===== src/rtl/vga_timing_gen.sv =====
// Parametrised raster timing generator: position counters, sync/valid decode with
// programmable polarity, optional en-gated output delay, line/frame strobes and a frame counter.
module vga_timing_gen #(
  parameter int CW       = 10,
  parameter int H_ACTIVE = 640,
  parameter int H_FRONT  = 16,
  parameter int H_SYNC   = 96,
  parameter int H_BACK   = 48,
  parameter int V_ACTIVE = 480,
  parameter int V_FRONT  = 10,
  parameter int V_SYNC   = 2,
  parameter int V_BACK   = 33,
  parameter int H_POL    = 0,
  parameter int V_POL    = 0,
  parameter int DELAY    = 0,
  parameter int FW       = 16
) (
  input  logic          pclk,
  input  logic          reset,
  input  logic          en,
  output logic          hsync,
  output logic          vsync,
  output logic          valid,
  output logic [CW-1:0] h_cnt,
  output logic [CW-1:0] v_cnt,
  output logic [CW-1:0] x_raw,
  output logic [CW-1:0] y_raw,
  output logic          line_start,
  output logic          frame_start,
  output logic [FW-1:0] frame_cnt
);

  localparam int H_TOTAL = H_ACTIVE + H_FRONT + H_SYNC + H_BACK;
  localparam int V_TOTAL = V_ACTIVE + V_FRONT + V_SYNC + V_BACK;

  if (CW < 1 || FW < 1 || H_ACTIVE < 1 || H_FRONT < 1 || H_SYNC < 1 || H_BACK < 1 ||
      V_ACTIVE < 1 || V_FRONT < 1 || V_SYNC < 1 || V_BACK < 1) begin : g_err_width
    $error("vga_timing_gen: all widths must be >= 1");
  end
  if (64'(H_TOTAL) > (64'd1 << CW) || 64'(V_TOTAL) > (64'd1 << CW)) begin : g_err_fit
    $error("vga_timing_gen: H_TOTAL/V_TOTAL do not fit in CW bits");
  end
  if (DELAY < 0 || DELAY > 15) begin : g_err_delay
    $error("vga_timing_gen: DELAY must be in 0..15");
  end

  localparam logic [CW-1:0] H_LAST   = CW'(H_TOTAL - 1);
  localparam logic [CW-1:0] V_LAST   = CW'(V_TOTAL - 1);
  localparam logic [CW-1:0] H_ACT_C  = CW'(H_ACTIVE);
  localparam logic [CW-1:0] V_ACT_C  = CW'(V_ACTIVE);
  localparam logic [CW-1:0] HS_BEG   = CW'(H_ACTIVE + H_FRONT);
  localparam logic [CW-1:0] HS_END   = CW'(H_ACTIVE + H_FRONT + H_SYNC);
  localparam logic [CW-1:0] VS_BEG   = CW'(V_ACTIVE + V_FRONT);
  localparam logic [CW-1:0] VS_END   = CW'(V_ACTIVE + V_FRONT + V_SYNC);
  localparam logic          HP       = (H_POL != 0);
  localparam logic          VP       = (V_POL != 0);
  // Packed as {valid, hsync, vsync}
  localparam logic [2:0]    BLANK    = {1'b0, ~HP, ~VP};

  logic [CW-1:0] x_q, x_d;
  logic [CW-1:0] y_q, y_d;
  logic [FW-1:0] frame_q, frame_d;
  logic          line_start_q, frame_start_q;
  logic          x_last, y_last;
  logic          act, hs_act, vs_act;
  logic [2:0]    dec;

  always_comb begin
    x_last  = (x_q == H_LAST);
    y_last  = (y_q == V_LAST);
    x_d     = x_last ? '0 : x_q + 1'b1;
    y_d     = y_q;
    frame_d = frame_q;
    if (x_last) begin
      y_d = y_last ? '0 : y_q + 1'b1;
      if (y_last) frame_d = frame_q + 1'b1;
    end
  end

  always_ff @(posedge pclk) begin
    if (reset) begin
      x_q           <= '0;
      y_q           <= '0;
      frame_q       <= '0;
      line_start_q  <= 1'b0;
      frame_start_q <= 1'b0;
    end else begin
      // Strobes are computed every pclk so they drop after one cycle even when en stays low
      line_start_q  <= en & x_last;
      frame_start_q <= en & x_last & y_last;
      if (en) begin
        x_q     <= x_d;
        y_q     <= y_d;
        frame_q <= frame_d;
      end
    end
  end

  always_comb begin
    act    = (x_q < H_ACT_C) && (y_q < V_ACT_C);
    hs_act = (x_q >= HS_BEG) && (x_q < HS_END);
    vs_act = (y_q >= VS_BEG) && (y_q < VS_END);
    dec    = {act, (hs_act ? HP : ~HP), (vs_act ? VP : ~VP)};
  end

  if (DELAY == 0) begin : g_nodly
    assign {valid, hsync, vsync} = dec;
  end else begin : g_dly
    logic [2:0] dly_q [DELAY];

    always_ff @(posedge pclk) begin
      if (reset) begin
        for (int unsigned i = 0; i < DELAY; i++) dly_q[i] <= BLANK;
      end else if (en) begin
        dly_q[0] <= dec;
        for (int unsigned i = 1; i < DELAY; i++) dly_q[i] <= dly_q[i-1];
      end
    end

    assign {valid, hsync, vsync} = dly_q[DELAY-1];
  end

  assign h_cnt       = act ? x_q : '0;
  assign v_cnt       = act ? y_q : '0;
  assign x_raw       = x_q;
  assign y_raw       = y_q;
  assign line_start  = line_start_q;
  assign frame_start = frame_start_q;
  assign frame_cnt   = frame_q;

endmodule


===== config.mk =====
export PLATFORM = sky130hd
export DESIGN_NAME = vga_timing_gen
export DESIGN_NICKNAME = d
export VERILOG_FILES = /design/src/rtl/vga_timing_gen.sv
export SDC_FILE = /design/constraint.sdc
export NUM_CORES = 1
export LEC_CHECK = 0
export ABC_AREA = 1
export BUFFER_PORTS_ARGS = -buffer_cell sky130_fd_sc_hd__clkbuf_2
export CAP_MARGIN = 20
export CORE_MARGIN = 3
export CORE_UTILIZATION = 47
export CTS_BUF_LIST = sky130_fd_sc_hd__clkbuf_16
export DETAILED_ROUTE_END_ITERATION = 8
export PLACE_DENSITY = 0.76
export SLEW_MARGIN = 15
export SYNTH_ARGS = -nofsm -noshare
export SYNTH_HDL_FRONTEND = slang
export SYNTH_SLANG_ARGS = --single-unit

===== constraint.sdc =====
create_clock -name pclk -period 1.7 [get_ports pclk]
set_clock_uncertainty 0.2 [all_clocks]
set_input_delay 0.17 -clock pclk [delete_from_list [all_inputs] [get_ports pclk]]
set_output_delay 0.17 -clock pclk [all_outputs]
set_load 0.1 [all_outputs]

# After elaboration in Yosys (flattened, before gate mapping)
# Index checks and enable logic that the tools add are counted.
[op_classes]
div_mod_pow = 0
n_bitwise = 2
magnitude_cmp = 6
n_reduce_logical = 5
multipliers = 0
n_eq_ne = 2
shift = 0
mux = 6
addsub = 3
[ops]
columns = ["cell", "n"]
rows = [
  ["two-way mux 10 bit", 4],
  ["adder 10 x 1 -> 10 bit, second input constant", 2],
  ["== test 10 bit, second input constant", 2],
  ["less-than comparator 10 bit, second input constant", 2],
  ["less-than comparator 10 x 9 -> 1 bit, second input constant", 2],
  ["adder 16 x 1 -> 16 bit, second input constant", 1],
  [">= comparator 10 bit, second input constant", 1],
  [">= comparator 10 x 9 -> 1 bit, second input constant", 1],
  ["logical AND 1 bit", 3],
  ["AND reduction 3 bit", 1],
  ["bitwise AND 1 bit", 2],
  ["two-way mux 1 bit", 2],
  ["AND reduction 2 bit", 1],
]
[totals]
rom_bits = 0
reg_bits = 38
word_cells = 29
input_bits = 3
latch_bits = 0
mem_bits_rw = 0
n_memories = 0
output_inout_bits = 61

# Longest topological paths before layout
[depth]
ltp_word = 3
mapped_depth = 11
depth_no_buf = 11

# Worst setup path after synthesis
# Ideal clock, no wire load.
[synth_path]
path_type = "reg-to-output"
start = "register x_q[8] (netlist: x_raw[8])"
end = "output h_cnt[7]"
path_slack_ps = -2531
arrival_ps = 3861
path_buffers = 1
stages_incl_launch_ff = 8
t_required_ps = 1330
cell_sequence = "dfxtp_1 inv_1 nand3_1 nand3_1 nor2_2 inv_2 buf_6 nor2_1"
[synth_via]
elab_chain_cells = 3
[synth_lines]
columns = ["item", "line_no", "text"]
rows = [
  ["start: declaration", "60", "logic [CW-1:0] x_q, x_d;"],
  ["start signal: assignment", "82", "x_q <= '0;"],
  ["start signal: assignment", "92", "x_q <= x_d;"],
  ["less-than comparator 10 bit", "100", "act = (x_q < H_ACT_C) && (y_q < V_ACT_C);"],
  ["logical AND 1 bit", "100", ""],
  ["net valid", "23", "output logic valid,"],
  ["two-way mux 10 bit", "123", "assign h_cnt = act ? x_q : '0;"],
  ["end: declaration", "24", "output logic [CW-1:0] h_cnt,"],
]
# The timed path passes the listed nets, and every way through them passes these cells.

# Worst setup path after layout
[layout_path]
start = "register y_q[9] (netlist: y_raw[9])"
end = "output h_cnt[2]"
[layout_via]
elab_chain_cells = 3
[layout_lines]
columns = ["item", "line_no", "text"]
rows = [
  ["start: declaration", "61", "logic [CW-1:0] y_q, y_d;"],
  ["start signal: assignment", "93", "y_q <= y_d;"],
  ["less-than comparator 10 x 9 -> 1 bit", "100", ""],
  ["logical AND 1 bit", "100", ""],
  ["two-way mux 10 bit", "123", ""],
]
# Every way passes these cells.

==> metrics <==
gpl congestion about 0.94; TNS Setup -3.62 ns; most frequent cells in the layout nand2_1 (77), inv_1 (43), nor2_1 (43), clkbuf_2 (40), nor2_4 (35); r2r startpoint x_raw[0]; worst-path maximum fanout 5; leading area contributor after synthesis dfxtp_1; remaining antenna violation count 0; RSZ-0062 raised after global routing yes; clk slew on worst S/H paths 0.06 ns; DP HPWL between 4 and 5 mm; Routed wire per std cell about 17 µm; initial antenna violation count 0; Max Slew Vio Count 0; P&R area growth vs syn 77.1%; Yosys reg bits 38; synthesized area roughly 0.0022 mm²; achievable frequency 534 MHz; Critical Path End Type output port; via count roughly 2800; vias in the first global route 2517; Clk Latency, worst-skew pair approximately 0.28 ns; violated checks setup timing; TritonCTS buffer count 5; CP top delay family buffers and inverters; WL final around 8.4 mm; Final min period around 1.9 ns; Leakage around 1.6 nW; Core Rows 24; placed cell area between 0.003 and 0.004 mm²; crit path from y_raw[9]; most common cell after layout, fill and taps aside nand2_1; relative slew slack 62.3%; WP data arrival around 1.5 ns; Yosys warnings 0; Final #Nets between 400 and 500; status finished, violations left; Num Clock Sinks 38; crit-path cells inv_2 -> nand3_4 -> nor2_4 -> buf_12 -> inv_4 -> nor2_4 -> buf_12; slowest stage delay, CP between 0.3 and 0.4 ns; share of cells above drive strength 1 50.8%; critical hold path startpoint en; PortBufs 62; Worst setup SP type flop; largest net degree at the start of global routing 12; post-synth cell types 30; first-pass GRT wire length about 11 mm; peak supply drop about 0.54 mV; clk root buf clkbuf_16; syn nets approximately 360; Synth top area share 34.1%; Worst path slowest cell dfxtp_4; fin crit share 110%; Total Routing Usage GR 26.6%; Die Height roughly 75 µm; ant diodes 0; Synth Instances around 360; HP Class in -> reg; design area roughly 0.0040 mm²; sequential area share after synthesis between 30 and 40%; Die W about 75 µm; H-tree depth 2; endpoints failing setup 30; CTS max path bufs 2; Synth area leaders dfxtp_1 (34%), nand2_1 (15%), nor2_1 (13%); syn avg cell area roughly 6.3 µm²; total DRC errors in the routed layout 0; Core Area around 0.0045 mm²; WS Path Type reg -> out; WP data required around 1.3 ns; PwrDens roughly 530 mW/mm²; Iter 0 DRT Violations 269; worst path bufs/invs 4; Avg Vias per Cell ~5.6; Final WS setup -0.173 ns; initial core utilization between 40% and 50%; TritonCTS clock tree done; die area roughly 0.0056 mm²; Worst Max-Slew Pin Slew approximately 0.57 ns; Final Hold Fails 0; PnR Total Power 2.08 mW; Ports 64; MaxCap Viol Count 0; Pre-antenna DRT Iters 5; GR Overflow Total 0
[worst register-to-register path: stages (launching register included)]
cell and delay (ns):
dfxtp_4 0.37, ha_4 0.19, nand2_4 0.06, nor2_4 0.12
nand3_4 0.18, nor2_2 0.21, nand2_1 0.15, o21ai_1 0.18
nor2_1 0.05
[registers in the layout, indices dropped and copies added (netlist names)]
register     count
frame_cnt       16
x_raw           10
y_raw           10
frame_start      1
line_start       1
[metrics by stage]
stage               std cells  worst slack (ns)  hold WS [ns]  util [%]
floorplan                 355            -0.907        0.0425         -
global placement          477            0.0340         0.262      75.6
detailed placement        477          -0.00631         0.265      75.6
CTS                       495            -0.189        0.0344      81.9
global route              503            -0.225        0.0936      88.3
finish                    503            -0.173        0.0654      88.3
[worst paths after layout]
check	cells after the start	end	slack, ns
max	7	h_cnt[2]	-0.17
min	3	x_raw[2]	0.07
max reg2reg	8	y_raw[9]	-0.13
min reg2reg	2	frame_cnt[2]	0.30
[final cells by class]
class	instances	area, µm²
clock inverter	3	37.5
tap	52	65.1
timing repair inverter	2	22.5
fill	205	524
clock buffer	5	125
multi-input combinational	258	1700
inverter	54	229
sequential	38	867
timing repair buffer	91	901
[synthesized netlist by cell type]
cell	n
nand3_2	1
nor2_2	6
nor2_4	5
nand3_1	26
inv_2	3
xnor2_1	2
a211oi_1	1
inv_1	51
nand2_2	6
a31oi_1	1
nor3_1	8
xor2_1	5
buf_4	1
buf_6	1
nor2_1	75
o21ai_1	3
o21bai_1	1
conb_1	1
clkbuf_1	1
dfxtp_1	38
nor3b_1	1
a21oi_1	11
buf_2	2
nand2_1	87
nand4_1	5
o21ai_0	5
a211o_1	1
nand3_4	1
nor4_1	1
ha_1	5
[report_power, final]
| group | internal [mW] | switching [mW] | total [mW] |
|---|---|---|---|
| Sequential | 0.859 | 0.00750 | 0.866 |
| Clock | 0.681 | 0.350 | 1.03 |
| Combinational | 0.0495 | 0.132 | 0.181 |
[repair_timing]
| action | 4_1_cts | 5_1_grt |
|---|---|---|
| endpoints found under the setup margin | 22 | 48 |
| resized for setup | 13 | 51 |
| endpoints found under the hold margin | 4 | 0 |
| hold buffers | 1 | 0 |
| pin swaps | 6 | 25 |
| gates cloned | 2 | 0 |
| setup buffers | 7 | 9 |
[logic make-up (layout without fill, tap and decap cells)]
family,Yosys count,after routing,share of synthesized area [%]
buffers and inverters,59,155,10.5
other,1,1,0.168
AO/OA/AOI/OAI,23,23,5.61
adder cells (fa/ha/maj),5,5,2.80
flip-flops,38,38,34.1
XOR/XNOR,7,7,2.75
AND/OR/NAND/NOR,222,222,44.0
[routing by layer]
metal  global-route usage [%]  wire length (µm)
met1                     31.5              3230
met2                     46.8              4240
met5                        0                 0
met3                     5.61               589
met4                     9.88               327
Note: power is estimated with default switching activity, not from simulation.
